## src/rtl/arm_pkg.sv

```systemverilog
// ----------------------------------------------------------------------------
// arm_pkg
//   Shared types and constants for the ARM pipeline stages.
//   - INSTR_W      : instruction / PC width in bits
//   - fetch_entry_t: one {pc, instr} fetch record as passed from IF to ID
//   - NOP_INSTR    : instruction word presented to ID when nothing is valid
// ----------------------------------------------------------------------------
package arm_pkg;

  localparam int INSTR_W = 32;

  typedef struct packed {
    logic [INSTR_W-1:0] pc;
    logic [INSTR_W-1:0] instr;
  } fetch_entry_t;

  localparam logic [INSTR_W-1:0] NOP_INSTR = 32'b0;

endpackage : arm_pkg

```

## src/rtl/if_id_fetch_queue.sv

```systemverilog
// ----------------------------------------------------------------------------
// if_id_fetch_queue
//   Show-ahead fetch queue between the IF and ID stages. Buffers up to DEPTH
//   {PC, instruction} pairs, freezes IF when full, and discards everything on
//   a taken branch (wrong-path fetches).
//
// Ports
//   clk        in   rising-edge clock
//   rst        in   asynchronous reset, active-low
//   if_valid   in   IF presents a fetch this cycle
//   if_pc      in   PC+4 value of the fetch
//   if_instr   in   fetched instruction word
//   if_freeze  out  queue full; freezes the IF stage
//   id_freeze  in   ID hazard stall; head entry is held
//   flush      in   branch taken; discard all entries
//   id_valid   out  head entry is valid
//   id_pc      out  head entry PC (0 when empty)
//   id_instr   out  head entry instruction (0 when empty)
//   count      out  number of occupied entries
// ----------------------------------------------------------------------------
module if_id_fetch_queue
  import arm_pkg::*;
#(
  parameter int DEPTH = 4,
  parameter int WIDTH = INSTR_W
) (
  input  logic                       clk,
  input  logic                       rst,
  input  logic                       if_valid,
  input  logic [WIDTH-1:0]           if_pc,
  input  logic [WIDTH-1:0]           if_instr,
  output logic                       if_freeze,
  input  logic                       id_freeze,
  input  logic                       flush,
  output logic                       id_valid,
  output logic [WIDTH-1:0]           id_pc,
  output logic [WIDTH-1:0]           id_instr,
  output logic [$clog2(DEPTH):0]     count
);

  localparam int PTR_W = $clog2(DEPTH);
  localparam int CNT_W = PTR_W + 1;
  localparam logic [CNT_W-1:0] FULL_CNT = CNT_W'(DEPTH);

  logic [WIDTH-1:0] r_mem_pc    [DEPTH];
  logic [WIDTH-1:0] r_mem_instr [DEPTH];
  logic [PTR_W-1:0] r_wr_ptr;
  logic [PTR_W-1:0] r_rd_ptr;
  logic [CNT_W-1:0] r_count;

  logic w_push;
  logic w_pop;

  // Full is decoded from the registered count only, so a pop in the same
  // cycle never opens the queue to a push and id_freeze has no path to IF.
  assign if_freeze = (r_count == FULL_CNT);
  assign id_valid  = (r_count != '0);

  assign w_push = if_valid & ~if_freeze & ~flush;
  assign w_pop  = id_valid & ~id_freeze & ~flush;

  // Show-ahead read mux; an empty queue presents zeros rather than stale data.
  assign id_pc    = id_valid ? r_mem_pc[r_rd_ptr]    : '0;
  assign id_instr = id_valid ? r_mem_instr[r_rd_ptr] : WIDTH'(NOP_INSTR);
  assign count    = r_count;

  // NOTE: the storage array sits in the reset branch on purpose: after reset
  // every entry must read as zero, so it is built from resettable flops
  // rather than a RAM macro.
  always_ff @(posedge clk or negedge rst) begin
    if (!rst) begin
      for (int i = 0; i < DEPTH; i++) begin
        r_mem_pc[i]    <= '0;
        r_mem_instr[i] <= '0;
      end
      r_wr_ptr <= '0;
      r_rd_ptr <= '0;
      r_count  <= '0;
    end else if (flush) begin
      // Branch taken: drop everything, including a same-cycle push or pop.
      r_wr_ptr <= '0;
      r_rd_ptr <= '0;
      r_count  <= '0;
    end else begin
      if (w_push) begin
        r_mem_pc[r_wr_ptr]    <= if_pc;
        r_mem_instr[r_wr_ptr] <= if_instr;
        r_wr_ptr              <= r_wr_ptr + 1'b1;  // DEPTH is a power of two: wraps naturally
      end
      if (w_pop) begin
        r_rd_ptr <= r_rd_ptr + 1'b1;
      end
      case ({w_push, w_pop})
        2'b10:   r_count <= r_count + 1'b1;
        2'b01:   r_count <= r_count - 1'b1;
        default: r_count <= r_count;
      endcase
    end
  end

endmodule : if_id_fetch_queue
```

## config.mk

```make
export PLATFORM = sky130hd
export DESIGN_NAME = if_id_fetch_queue
export DESIGN_NICKNAME = d
export VERILOG_FILES = /design/src/rtl/arm_pkg.sv /design/src/rtl/if_id_fetch_queue.sv
export SDC_FILE = /design/constraint.sdc
export NUM_CORES = 1
export LEC_CHECK = 0
export CORE_ASPECT_RATIO = 1.2
export CORE_MARGIN = 10
export CORE_UTILIZATION = 55
export CTS_BUF_LIST = sky130_fd_sc_hd__clkbuf_2
export DETAILED_ROUTE_END_ITERATION = 10
export PLACE_DENSITY = 0.81
export SETUP_SLACK_MARGIN = 0.1
export SYNTH_ARGS = -nofsm -noshare
export SYNTH_HDL_FRONTEND = slang
export SYNTH_SLANG_ARGS = --single-unit
```

## constraint.sdc

```tcl
create_clock -name clk -period 3.8 [get_ports clk]
set_clock_uncertainty 0.1 [all_clocks]
set_input_delay 0.76 -clock clk [delete_from_list [all_inputs] [get_ports clk]]
set_output_delay 0.76 -clock clk [all_outputs]
set_load 0.1 [all_outputs]
```

==> results.py <==
metrics = {
    "outcome": {
        "status": "complete, no violations",
    },
    "synth": {
        "synth_fp_nets": 832,
        "ys.flop_type": "dfrtp_1",
        "syn_area_per_cell_um2": 16.2,
        "ys_seq_elements": 263,
        "synthArstFlopShare_pct": 100,
        "netlist.area_leader.share_pct": 53.5,
        "syn_area_mm2": 0.0123,
        "yosys.area.top_type": "dfrtp_1",
        "yosys-top-cells-area": "dfrtp_1 (54%), mux2_2 (18%), mux4_2 (12%)",
        "synth-edff-count": 0,
        "synth_cell_types": 39,
        "ys_seq_area_share_pct": 53.5,
        "syn_inst": 758,
        "yosys_warnings": 0,
        "synth_common_cells": "dfrtp_1 (263), mux2_2 (196), and2_1 (64), mux4_2 (64), mux2_4 (60)",
        "synth_most_common_cell": "dfrtp_1",
    },
    "timing": {
        "worst_pin_slew_ps": 838,
        "period_minus_slack_ps": 3440,
        "setup_viol": 0,
        "hold_viol_final": 0,
        "rsz0062_at_grt": "false",
        "tns_ps": 0,
        "finalCritPeriodShare_pct": 90.6,
        "fmaxAchievable_ghz": 0.290,
        "slew_viol_final": 0,
        "post-route-worst-setup-slack_ps": 356,
        "maxSlewHeadroom_pct": 44.1,
    },
    "die": {
        "core_area_mm2": 0.0219,
        "die_height_um": 184,
        "num_io_pins": 138,
        "die_x_um": 156,
        "initial_core_util_pct": 56.3,
        "die_area_mm2": 0.0288,
        "rows": 59,
    },
    "place": {
        "dp_hpwl_mm": 16.5,
        "io_buffers": 137,
        "dpl.cell_count": 1140,
        "gp_congestion": 0.755,
        "dpl_worst_slack_ps": 695,
    },
    "setup_path": {
        "worstPathArrival_ps": 2580,
        "worstPathCellList": "nor3_4 > inv_2 > clkbuf_8 > and2_1 > buf_4",
        "worst-setup-path-type": "flop to output port",
        "critPathMaxStageDelay_ps": 520,
        "cp_slowest_cell": "dfrtp_1",
        "cp_max_fo": 58,
        "cp_top_family": "buffers and inverters",
        "ff2ff_setup_slack_ps": 1150,
        "critPathLaunchType": "flop",
        "path_buf_inv": 3,
        "cp.required_ps": 2940,
        "endpoint_kind": "output port",
    },
    "grt": {
        "grt_pass1_wl_mm": 42.9,
        "grt_pass1_vias": 8184,
        "track_usage_pct": 18.8,
        "grt_max_degree": 107,
        "grt_overflow": 0,
        "antenna_found_initial": 4,
    },
    "power_and_ir_drop": {
        "p_sw_share_pct": 37.4,
        "peakVddDrop_uv": 442,
        "power_density_mw_per_mm2": 663,
        "p_int_uw": 5980,
        "seqPwrFrac_pct": 42.9,
        "p_switching_uw": 3580,
        "clockPowerShare_pct": 19.2,
        "comb_power_share_pct": 37.8,
        "p_leak_uw": 0.00661,
    },
    "clock_network": {
        "path_clk_slew_ps": 90,
        "clk_latency_ps": 770,
        "clock_sinks": 263,
        "cts_tree": "yes",
        "cts_made_buffers": 67,
        "cts_max_level": 3,
        "clk_root_buffer_cell": "clkbuf_2",
        "clk_path_buf_depth": 3,
    },
    "layout": {
        "regArea_mm2": 0.00659,
        "drive_gt1_share_pct": 54.3,
        "multi_input_area_mm2": 0.00535,
        "final_cells": 1258,
        "syn2layout_area_growth_pct": 17.2,
        "final_nets": 1012,
        "n_fill_cell": 1578,
    },
    "routing": {
        "dr.pass1.iters": 4,
        "drt_wl_total_mm": 26.4,
        "num_vias": 7060,
        "post-route-drc-count": 0,
        "post_drt_wl_per_cell_um": 21.0,
        "ant_nets": 0,
        "dr.first_iter.drc_count": 347,
        "via_per_inst": 5.61,
    },
    "worst_hold_path": {
        "hold_path.class": "flop to flop",
    },
    "job": {
        "maxCapViolCount": 0,
    },
}
worst paths after layout:
path | from | depth (start not counted) | end
setup reg to reg | count[1]$_DFFE_PN0P_ | 6 | count[1]$_DFFE_PN0P_
min in group asynchronous | rst | 2 | r_mem_pc[35]$_DFFE_PN0P_
hold reg to reg | r_mem_instr[37]$_DFFE_PN0P_ | 1 | r_mem_instr[37]$_DFFE_PN0P_
hold / removal | r_mem_instr[37]$_DFFE_PN0P_ | 1 | r_mem_instr[37]$_DFFE_PN0P_
setup / recovery | count[2]$_DFFE_PN0P_ | 5 | id_instr[30]
max in group asynchronous | rst | 3 | r_mem_instr[103]$_DFFE_PN0P_
flip-flops by register name, indices dropped and copies added, names as in the netlist:
name,flops
count,3
r_mem_instr,128
r_mem_pc,128
r_rd_ptr,2
r_wr_ptr,2
final cells by class:
cell class / count / share of cell area, %
diodes: 4 / 0.0694
clock buffers: 98 / 3.40
clock inverters: 13 / 0.556
inverters: 8 / 0.208
multi-input cells: 433 / 37.1
flip-flops and latches: 263 / 45.7
well taps: 274 / 2.38
repair buffers: 165 / 10.5
routing by layer:
metal	part of all wire [%]	wire, um	GRT usage (%)	vias up
li1	-	-	-	3178
met1	42	11200	23.2	3692
met2	51	13400	31.4	148
met3	4.7	1240	4.28	42
met4	2.2	593	7.86	0
met5	0	0	0	-
placed cells by master (no fill, tap or decap), drive strengths merged, types with 2 or more instances in the layout:
| cell type | Yosys | final |
|---|---|---|
| o21ai | 3 | 3 |
| or2 | 2 | 2 |
| nand2 | 3 | 3 |
| mux2 | 256 | 256 |
| nand3 | 5 | 5 |
| inv | 8 | 10 |
| a21o | 2 | 2 |
| a2111oi | 2 | 2 |
| dfrtp | 263 | 263 |
| buf | 35 | 96 |
| ha | 4 | 4 |
| mux4 | 64 | 64 |
| diode | 0 | 4 |
| clkbuf | 19 | 99 |
| a21oi | 6 | 6 |
| nor3 | 2 | 2 |
| clkinv | 0 | 9 |
| and2 | 64 | 64 |
| clkdlybuf4s50 | 0 | 67 |
| nand2b | 2 | 2 |
cell families (layout without fill, tap and decap cells):
family	after synthesis	in the layout	synth area share, %
other	0	4	0
adders and majority gates	5	5	0.570
muxes	320	320	37.0
xor gates and xnor gates	1	1	0.0712
DFF	263	263	53.5
buffers and inverters	62	284	3.21
and+or+nand+nor	84	84	4.35
AOI/OAI and AO/OA	23	23	1.28
metrics by stage:
stage	util [%]	power, uW	hold WS [ps]	cell area (um^2)
3_5_place_dp	63.0	7780	388	13800
5_1_grt	65.9	10100	419	14400
3_3_place_gp	63.0	7670	380	13800
2_1_floorplan	-	6920	364	12300
6_report	66.0	9560	406	14400
4_1_cts	65.9	9680	409	14400
power by group through the flow:
stage | clock network [uW] | logic (uW) | registers, uW
finish | 1840 | 3620 | 4100
global route | 2070 | 3820 | 4200
CTS | 1930 | 3670 | 4090
detailed placement | 0 | 3620 | 4160
global placement | 0 | 3540 | 4130
floorplan | 0 | 2940 | 3980
repair_timing:
item	4_1_cts	5_1_grt
endpoints found under the hold margin	100	0
endpoints found under the setup margin	64	3
pin swaps	0	0
resized for setup	3	3
hold buffers	1	0
setup buffers	2	0
No activity file was read; power rests on OpenSTA's default activity.
